File: config.mk
export PLATFORM = sky130hd
export DESIGN_NAME = axis_cpu_cmd_arbiter
export DESIGN_NICKNAME = d
export VERILOG_FILES = /design/src/rtl/axis_cpu_cmd_arbiter.sv
export SDC_FILE = /design/constraint.sdc
export NUM_CORES = 1
export LEC_CHECK = 0
export CELL_PAD_IN_SITES_DETAIL_PLACEMENT = 0
export CELL_PAD_IN_SITES_GLOBAL_PLACEMENT = 1
export CORE_ASPECT_RATIO = 1.5
export CORE_MARGIN = 1.5
export CORE_UTILIZATION = 30
export CTS_BUF_LIST = sky130_fd_sc_hd__clkbuf_4
export DETAILED_ROUTE_END_ITERATION = 16
export PLACE_DENSITY_LB_ADDON = 0.1
export SLEW_MARGIN = 10
export SYNTH_ARGS = -nofsm -noshare
export SYNTH_HDL_FRONTEND = slang
export SYNTH_SLANG_ARGS = --single-unit
File: constraint.sdc
create_clock -name clk -period 2.83 [get_ports clk]
set_clock_uncertainty 0.2 [all_clocks]
set_input_delay 0.4245 -clock clk [delete_from_list [all_inputs] [get_ports clk]]
set_output_delay 0.4245 -clock clk [all_outputs]
set_load 0.05 [all_outputs]
File: src/rtl/axis_cpu_cmd_arbiter.sv
// axis_cpu_cmd_arbiter: round-robin packet arbiter that shares the single
// TREADY-less programming port of one axis_cpu among NUM_REQ command masters.
// It forwards granted words with one cycle of latency and routes cmd_out
// responses back to the owner of the most recent grant.
// Optional feature macro: ARB_TIMEOUT_EN. When defined, a grantee that stalls
// for TIMEOUT_CYCLES cycles is aborted and abort pulses for one cycle.
module axis_cpu_cmd_arbiter #(
   parameter int NUM_REQ        = 2,
   parameter int DATA_WIDTH     = 32,
   parameter int TIMEOUT_CYCLES = 64
) (
   input  logic                          clk,
   input  logic                          rst,
   input  logic [NUM_REQ*DATA_WIDTH-1:0] req_TDATA,
   input  logic [NUM_REQ-1:0]            req_TVALID,
   input  logic [NUM_REQ-1:0]            req_TLAST,
   output logic [NUM_REQ-1:0]            req_TREADY,
   output logic [DATA_WIDTH-1:0]         cmd_TDATA,
   output logic                          cmd_TVALID,
   input  logic [DATA_WIDTH-1:0]         rsp_TDATA,
   input  logic                          rsp_TVALID,
   output logic [DATA_WIDTH-1:0]         rsp_out_TDATA,
   output logic [NUM_REQ-1:0]            rsp_out_TVALID,
   output logic [NUM_REQ-1:0]            grant,
   output logic                          busy,
   output logic                          abort
);

   localparam int OW = $clog2(NUM_REQ);

   typedef enum logic {ST_IDLE, ST_BUSY} state_t;

   state_t                  state_q, state_d;
   logic [NUM_REQ-1:0]      grant_q, grant_d;
   logic [OW-1:0]           owner_q, owner_d;
   logic [OW-1:0]           ptr_q, ptr_d;
   logic                    owner_valid_q, owner_valid_d;
   logic [DATA_WIDTH-1:0]   cmd_data_q, cmd_data_d;
   logic                    cmd_valid_q, cmd_valid_d;
   logic [DATA_WIDTH-1:0]   rsp_data_q, rsp_data_d;
   logic [NUM_REQ-1:0]      rsp_valid_q, rsp_valid_d;

   logic                    win_found;
   logic [OW-1:0]           win_idx;
   logic [OW:0]             cand;
   logic                    xfer;
   logic                    xfer_last;
   logic                    stall_expired;
   logic [DATA_WIDTH-1:0]   grantee_data;

   // Round-robin search: first requester after the pointer, wrapping around.
   always_comb begin
      win_found = 1'b0;
      win_idx   = '0;
      cand      = '0;
      for (int k = 1; k <= NUM_REQ; k++) begin
         cand = {1'b0, ptr_q} + (OW+1)'(k);
         if (cand >= (OW+1)'(NUM_REQ)) cand = cand - (OW+1)'(NUM_REQ);
         if (!win_found && req_TVALID[cand[OW-1:0]]) begin
            win_found = 1'b1;
            win_idx   = cand[OW-1:0];
         end
      end
   end

   // Grantee word select; the owner always equals the grantee while busy.
   always_comb begin
      grantee_data = req_TDATA[owner_q*DATA_WIDTH +: DATA_WIDTH];
      xfer         = (state_q == ST_BUSY) && |(req_TVALID & grant_q);
      xfer_last    = xfer && req_TLAST[owner_q];
   end

`ifdef ARB_TIMEOUT_EN
   localparam int CW = $clog2(TIMEOUT_CYCLES + 1);
   logic [CW-1:0] stall_cnt_q, stall_cnt_d;
   logic          abort_q, abort_d;

   // Stall counter: counts grantee idle cycles, cleared by any transfer.
   always_comb begin
      stall_expired = (state_q == ST_BUSY) && !xfer &&
                      (stall_cnt_q == CW'(TIMEOUT_CYCLES - 1));
      if (state_q != ST_BUSY || xfer) stall_cnt_d = '0;
      else                            stall_cnt_d = stall_cnt_q + 1'b1;
      abort_d = stall_expired;
   end

   // Stall counter and abort pulse registers.
   always_ff @(posedge clk or negedge rst) begin
      if (!rst) begin
         stall_cnt_q <= '0;
         abort_q     <= 1'b0;
      end else begin
         stall_cnt_q <= stall_cnt_d;
         abort_q     <= abort_d;
      end
   end

   assign abort = abort_q;
`else
   assign stall_expired = 1'b0;
   assign abort         = 1'b0;
`endif

   // Next-state: grant in IDLE, forward words and release on TLAST in BUSY.
   always_comb begin
      state_d       = state_q;
      grant_d       = grant_q;
      owner_d       = owner_q;
      owner_valid_d = owner_valid_q;
      ptr_d         = ptr_q;
      cmd_data_d    = cmd_data_q;
      cmd_valid_d   = 1'b0;
      case (state_q)
         ST_IDLE: begin
            if (win_found) begin
               state_d       = ST_BUSY;
               grant_d       = NUM_REQ'(1) << win_idx;
               owner_d       = win_idx;
               owner_valid_d = 1'b1;
            end
         end
         ST_BUSY: begin
            if (xfer) begin
               cmd_valid_d = 1'b1;
               cmd_data_d  = grantee_data;
            end
            if (xfer_last || stall_expired) begin
               state_d = ST_IDLE;
               grant_d = '0;
               ptr_d   = owner_q;
            end
            // An aborted packet leaves no owner for any late response.
            if (stall_expired) owner_valid_d = 1'b0;
         end
         default: state_d = ST_IDLE;
      endcase
   end

   // Response steering uses the owner as registered before this cycle.
   always_comb begin
      rsp_data_d  = rsp_TDATA;
      rsp_valid_d = (rsp_TVALID && owner_valid_q) ? (NUM_REQ'(1) << owner_q) : '0;
   end

   // State, grant and output registers.
   always_ff @(posedge clk or negedge rst) begin
      if (!rst) begin
         state_q       <= ST_IDLE;
         grant_q       <= '0;
         owner_q       <= '0;
         owner_valid_q <= 1'b0;
         ptr_q         <= OW'(NUM_REQ - 1);
         cmd_data_q    <= '0;
         cmd_valid_q   <= 1'b0;
         rsp_data_q    <= '0;
         rsp_valid_q   <= '0;
      end else begin
         state_q       <= state_d;
         grant_q       <= grant_d;
         owner_q       <= owner_d;
         owner_valid_q <= owner_valid_d;
         ptr_q         <= ptr_d;
         cmd_data_q    <= cmd_data_d;
         cmd_valid_q   <= cmd_valid_d;
         rsp_data_q    <= rsp_data_d;
         rsp_valid_q   <= rsp_valid_d;
      end
   end

   assign req_TREADY     = (state_q == ST_BUSY) ? grant_q : '0;
   assign grant          = grant_q;
   assign busy           = (state_q == ST_BUSY);
   assign cmd_TDATA      = cmd_data_q;
   assign cmd_TVALID     = cmd_valid_q;
   assign rsp_out_TDATA  = rsp_data_q;
   assign rsp_out_TVALID = rsp_valid_q;

endmodule

==> summary.md <==
| Metric | Value |
|---|---|
| Final ANT Viol Nets | `0` |
| Worst slew pin tran | `0.578 ns` |
| CTS clock-pin slew for the worst setup and hold paths | `roughly 0.12 ns` |
| Skew-Pair Late Insertion Delay | `~0.41 ns` |
| Final WS setup | `between 0.5 and 0.6 ns` |
| CP required | `approximately 2.2 ns` |
| Crit path DAT | `1.65 ns` |
| TNS Setup | `0 ns` |
| Initial antenna violation count | `0` |
| Starting density of the core | `0.308` |
| Critical path class | `register to primary output` |
| Multi-input logic area | `roughly 900 um2` |
| Peak VDD IR | `about 0.8 mV` |
| Post-Syn Area | `approximately 2800 um2` |
| H-tree levels | `3` |
| Period Utilization, post-route | `0.803` |
| Post-route core utilization | `0.523` |
| Synthesis-to-finish area growth | `70.1%` |
| Crit-path cells | `clkdlybuf4s50_1` |
| Row count | `between 40 and 50` |
| Fraction of layout instances using a drive strength above 1 | `0.144` |
| ANT cells | `0` |
| Min-delay src | `rsp_TDATA[0]` |
| Vias per cell | `4.59` |
| Die Wd | `just over 80 um` |
| Cells after synthesis | `around 210` |
| Crit end category | `primary output` |
| Fill count | `~860` |
| CTS tree | `yes` |
| Max-cap viol count | `0` |
| CTS root buf | `clkbuf_4` |
| Die span in y | `about 120 um` |
| Synthesized Nets | `~320` |
| Setup bufs post-CTS | `0` |
| Clk sinks | `73` |
| CP startpoint | `grant[1]$_DFFE_PN0P_` |
| Post-place setup slack | `approximately 0.63 ns` |
| Fmax | `440 MHz` |
| Syn_area_per_cell | `between 10 and 15 um2` |
| Post-CTS sizing | `0` |
| Iter 0 DRT Violations | `about 100` |
| Clk buf depth | `2` |
| CP delay by family, top | `buffers and inverters` |
| TritonRoute pass-1 iters | `4` |
| Number of global-route vias before repair | `2355` |
| Internal Power | `around 2.7 mW` |
| Status | `finished clean` |
| Die area | `10100 um2` |
| Nets | `490` |
| First-pass GRT wire length | `between 10 and 15 mm` |
| Critical-path maximum fanout | `4` |
| Vias | `approximately 2300` |
| Largest net degree at the start of global routing | `40` |
| Setup crit start kind | `register` |
| RSZ-0062 raised after global routing | `no` |
| Total GRT Usage | `0.164` |
| FF-to-FF Start | `owner_q$_DFFE_PN0P_` |
| Total CTS buffers | `9` |
| Switching share of total power | `0.467` |
| Crit-path max cell delay | `0.82 ns` |
| Clock share of power | `0.119` |
| Num ports | `around 180` |
| Yosys warnings | `0` |
| Port Buf Inserts | `around 170` |
| Register Area | `1830 um2` |
| Final HPWL DP | `5.85 mm` |
| Worst hold path class | `primary input to register` |
| Tmin final | `2.27 ns` |
| Power density cells | `around 1000 nW/um2` |
| Net Switching | `2.34 mW` |
| Crit path buf inv count | `1` |
| Netlist cell types | `26` |
| DR DRC count | `0` |
| Seq/Total Area, Yosys | `0.642` |
| Comb pwr share | `0.571` |
| Drt total wl | `between 7 and 8 mm` |
| Gr ovfl total | `0` |
| Endpoints failing setup | `0` |
| FF+latch count, synth | `73` |
| Final Hold Fails | `0` |
| Internal reg-to-reg setup slack | `1.12 ns` |
| Worst path slowest cell | `clkdlybuf4s50_1` |
| Core area | `approximately 9300 um2` |
| P_leak | `around 2.0 nW` |
| Max Slew Vio Count | `0` |
| Gpl congestion | `about 0.7` |
| Drt wl/cell | `approximately 16 um` |
| Slew HR | `0.614` |
| Seq pwr share | `0.310` |
[area by class of cell]
cell class              instances  area share
clock buffers                   9      0.0140
clock inverters                 5      0.0101
inverters                       1    0.000775
multi-input cells             121       0.186
flip-flops and latches         73       0.378
well taps                     112      0.0289
repair buffers                181       0.382
[cells in the final DEF (no fill, tap or decap), types with 2 or more instances in the layout]
cell type and n:
buf_12 5, and3_1 2, dfrtp_1 71, clkdlybuf4s50_1 170
nand2b_1 2, a21oi_1 35, nand2_1 5, clkinv_2 3
and2_1 2, buf_4 5, nor2_1 2, mux2i_1 32
clkbuf_4 9, nand3_1 2, a21oi_2 29
[logic make-up after synthesis]
| group | share of synthesized area |
|---|---|
| flops | 0.642 |
| compound gates | 0.167 |
| buf+inv | 0.0409 |
| simple gates | 0.0316 |
| mux | 0.116 |
| other cells | 0.00132 |
[path summary, 6_finish.rpt]
check,endpoint,cells after the start
setup reg to reg,cmd_TDATA[4]$_DFFE_PN0P_,3
max in group asynchronous,ptr_q$_DFFE_PN1P_,3
hold / removal,rsp_out_TDATA[0]$_DFF_PN0_,1
min in group asynchronous,rsp_out_TDATA[24]$_DFF_PN0_,2
setup / recovery,grant[1],1
hold reg to reg,ptr_q$_DFFE_PN1P_,2
[stage by stage]
step	std cells	hold WS, ns	instance area, um2	total power, mW
after floorplan	212	-0.0711	2850	3.47
after global placement	487	0.233	4710	4.46
after detailed placement	487	0.237	4710	4.48
after CTS	502	0.204	4840	5.09
after global routing	502	0.199	4840	5.31
final	502	0.241	4840	5.01
[synthesized netlist by cell type]
master | instances | area, um2
mux2i_1 | 32 | 320
conb_1 | 1 | 3.75
mux2_2 | 1 | 11.3
dfstp_2 | 1 | 26.3
nand2b_1 | 2 | 12.5
a2bb2oi_1 | 1 | 8.76
a31oi_1 | 1 | 6.26
inv_1 | 1 | 3.75
a21oi_2 | 29 | 254
a22o_1 | 1 | 8.76
clkbuf_1 | 5 | 18.8
nand3_1 | 2 | 10.0
and3_1 | 2 | 12.5
a21boi_0 | 1 | 7.51
buf_2 | 6 | 30.0
and2_1 | 2 | 12.5
nor2_1 | 2 | 7.51
and2_4 | 1 | 8.76
nand2_1 | 5 | 18.8
nand3b_1 | 1 | 7.51
dfrtp_1 | 72 | 1800
buf_4 | 1 | 7.51
o21bai_1 | 1 | 7.51
o31a_1 | 1 | 8.76
buf_6 | 5 | 56.3
a21oi_1 | 35 | 175
[registers in the layout, indices dropped and copies added (netlist names)]
| name | cells |
|---|---|
| busy | 1 |
| cmd_TDATA | 32 |
| rsp_out_TVALID | 2 |
| grant | 2 |
| owner_valid_q | 1 |
| rsp_out_TDATA | 32 |
| ptr_q | 1 |
| owner_q | 1 |
| cmd_TVALID | 1 |
[power groups by stage]
| stage | registers [mW] | logic (mW) | clock network (mW) |
|---|---|---|---|
| 5_1_grt | 1.60 | 3.03 | 0.680 |
| 3_5_place_dp | 1.58 | 2.90 | 0 |
| 6_report | 1.55 | 2.87 | 0.595 |
| 4_1_cts | 1.56 | 2.91 | 0.622 |
| 3_3_place_gp | 1.57 | 2.89 | 0 |
| 2_1_floorplan | 2.48 | 0.983 | 0 |
[per-layer routing]
metal	share of wire	wire, um	vias to the layer above	GRT usage
li1	-	-	1088	-
met1	0.34	2720	1105	0.167
met2	0.53	4190	104	0.276
met3	0.12	974	5	0.0937
met4	0.010	80	0	0.0594
met5	0	0	-	0
[what timing repair did]
action                     CTS  global route
hold endpoints to repair    38             0
hold buffers                 1             0
setup endpoints to repair    0             0
(Power assumes the default switching activity.)
==> edit (config.mk and constraints unchanged) <==
Take the reset off `rsp_data_q` and load it in a clocked block of its own.
--- a/src/rtl/axis_cpu_cmd_arbiter.sv
+++ b/src/rtl/axis_cpu_cmd_arbiter.sv
@@ -152,7 +152,6 @@
          ptr_q         <= OW'(NUM_REQ - 1);
          cmd_data_q    <= '0;
          cmd_valid_q   <= 1'b0;
-         rsp_data_q    <= '0;
          rsp_valid_q   <= '0;
       end else begin
          state_q       <= state_d;
@@ -162,9 +161,12 @@
          ptr_q         <= ptr_d;
          cmd_data_q    <= cmd_data_d;
          cmd_valid_q   <= cmd_valid_d;
-         rsp_data_q    <= rsp_data_d;
          rsp_valid_q   <= rsp_valid_d;
       end
+   end
+
+   always_ff @(posedge clk) begin
+      rsp_data_q <= rsp_data_d;
    end
 
    assign req_TREADY     = (state_q == ST_BUSY) ? grant_q : '0;
Behaviour: not the same (a bounded check fails within 4 cycles, from zero or initial values and one cycle with rst low).
==> edit against the unedited design <==
Die area fell by 5.5%. Clock power decreased by 13%. Combinational power decreased by 2%. Setup slack got worse by 0.0082 ns. First-iteration DRC count decreased by 34%. Total power is 2.4% lower. Via count is 1.5% lower. Largest power group unchanged. Synthesized area down 5.6%. Routed wire length is 5.9% lower. Critical path type unchanged. Sequential cell count did not move. Cell area fell by 4.0%.
==> edit: results (changes against the unedited design) <==
async set-reset flop share out of synthesis: 56.16% (-44 points)
R2R depth: 2 (-1)
Cell variety after synth: 27 (+3.8%)
Total GRT Usage: 16.93% (+0.49 points)
FILL cells: 823 (-4.1%)
register area share after synthesis: 62.09% (-2.1 points)
share of layout cells above drive strength 1: 14.50% (+0.14 points)
largest net degree at the start of global routing: 34 (-15%)
RR Endpoint: cmd_TDATA[27]$_DFFE_PN0P_
dpl ws: 0.6420 ns (+0.007363 ns)
crit-path leading delay family: buffers and inverters
Reg2Reg Setup Slack: 0.93 ns (-0.19 ns)
Routed WL: 7502 um (-5.9%)
Vias per Instance: 4.500 (-1.9%)
Pleak: 0.001889 uW (-5.7%)
post-DP HPWL: 5709 um (-2.4%)
DR pass1 iterations: 4 (unchanged)
Rel. slew slack: 54.46% (-6.9 points)
Net count, final: 491 (+0.20%)
worst vdd ir: 584.2 uV (-27%)
GPL Wtd Cong: 0.6822 (-2.7%)
Gate Count Post-Synth: 212 (unchanged)
setup bufs post-CTS: 0 (unchanged)
Initial DRC Count: 69 (-34%)
antenna violations before repair: 1 (+1)
input/output buffers: 174 (unchanged)
DR vias: 2268 (-1.5%)
status: finished, final reports clean
first-pass GRT wire length: 11940 um (-0.69%)
worst r2r src: busy$_DFF_PN0_
vias in the first global route: 2440 (+3.6%)
Post-DP Area: 4532 um^2 (-3.9%)
Commonest cells post-synth: dfrtp_1 (40), a21oi_1 (35), dfxtp_1 (32), mux2i_1 (32), a21oi_2 (29)
synth top area cells: dfrtp_1 (37%), dfxtp_1 (24%), mux2i_1 (12%), a21oi_2 (9.5%), a21oi_1 (6.5%)
Hold WC Path Type: in2async
-- edit: cell types whose count changed after synthesis --
cell     change
dfrtp_1     -32
dfxtp_1     +32
-- edit: repair_timing --
| action | in CTS | in global routing |
|---|---|---|
| hold endpoints to repair | 40 | 0 |
| setup endpoints to repair | 0 | 0 |
| hold buffers | 1 | 0 |
-- edit: per-stage QoR --
step | hold slack [ns] | total power [uW] | utilization, %
5_1_grt | 0.1915 | 5179 | 52.94
2_1_floorplan | -0.07109 | 3463 | -
3_3_place_gp | 0.1124 | 4402 | 51.64
3_5_place_dp | 0.1165 | 4432 | 51.64
6_report | 0.2103 | 4893 | 52.94
4_1_cts | 0.1769 | 4979 | 52.91
-- edit: final cells by class --
| cell class | instances | share of cell area, % |
|---|---|---|
| tap | 110 | 2.963 |
| timing repair buffer | 182 | 39.38 |
| multi-input combinational | 121 | 19.42 |
| antenna | 1 | 0.05386 |
| sequential | 73 | 35.93 |
| clock buffer | 10 | 1.616 |
| clock inverter | 6 | 0.5656 |
| inverter | 1 | 0.08080 |
-- edit: cell families after synthesis --
kind of cell,share of synthesized area (%)
mux,12.34
simple gates,3.354
other cells,0.1396
buf+inv,4.332
flops,62.09
compound gates,17.75
-- edit: routing by layer --
layer  vias up  global-route usage, %  routed length, um
met5         -                      0                  0
met4         0                  8.621                165
met3        15                  8.352                872
met2       129                  27.73               3783
met1      1032                  17.53               2681
li1       1092                      -                  -
-- edit: how the worst max path moves through the flow --
| stage | depth (start not counted) | slack, ns | to |
|---|---|---|---|
| 5_1_grt | 2 | 0.45 | req_TREADY[1] |
| 4_1_cts | 1 | 0.50 | grant[0] |
| 3_5_place_dp | 4 | 0.64 | cmd_TDATA[27]$_DFFE_PN0P_ |
| 6_report | 1 | 0.55 | grant[1] |
| 3_3_place_gp | 4 | 0.68 | cmd_TDATA[28]$_DFFE_PN0P_ |
| 2_1_floorplan | 3 | 0.53 | req_TREADY[0] |
-- edit: report_power, final --
| group | switching (uW) | internal, uW |
|---|---|---|
| Clock | 342 | 178 |
| Sequential | 234 | 1340 |
| Combinational | 1740 | 1060 |
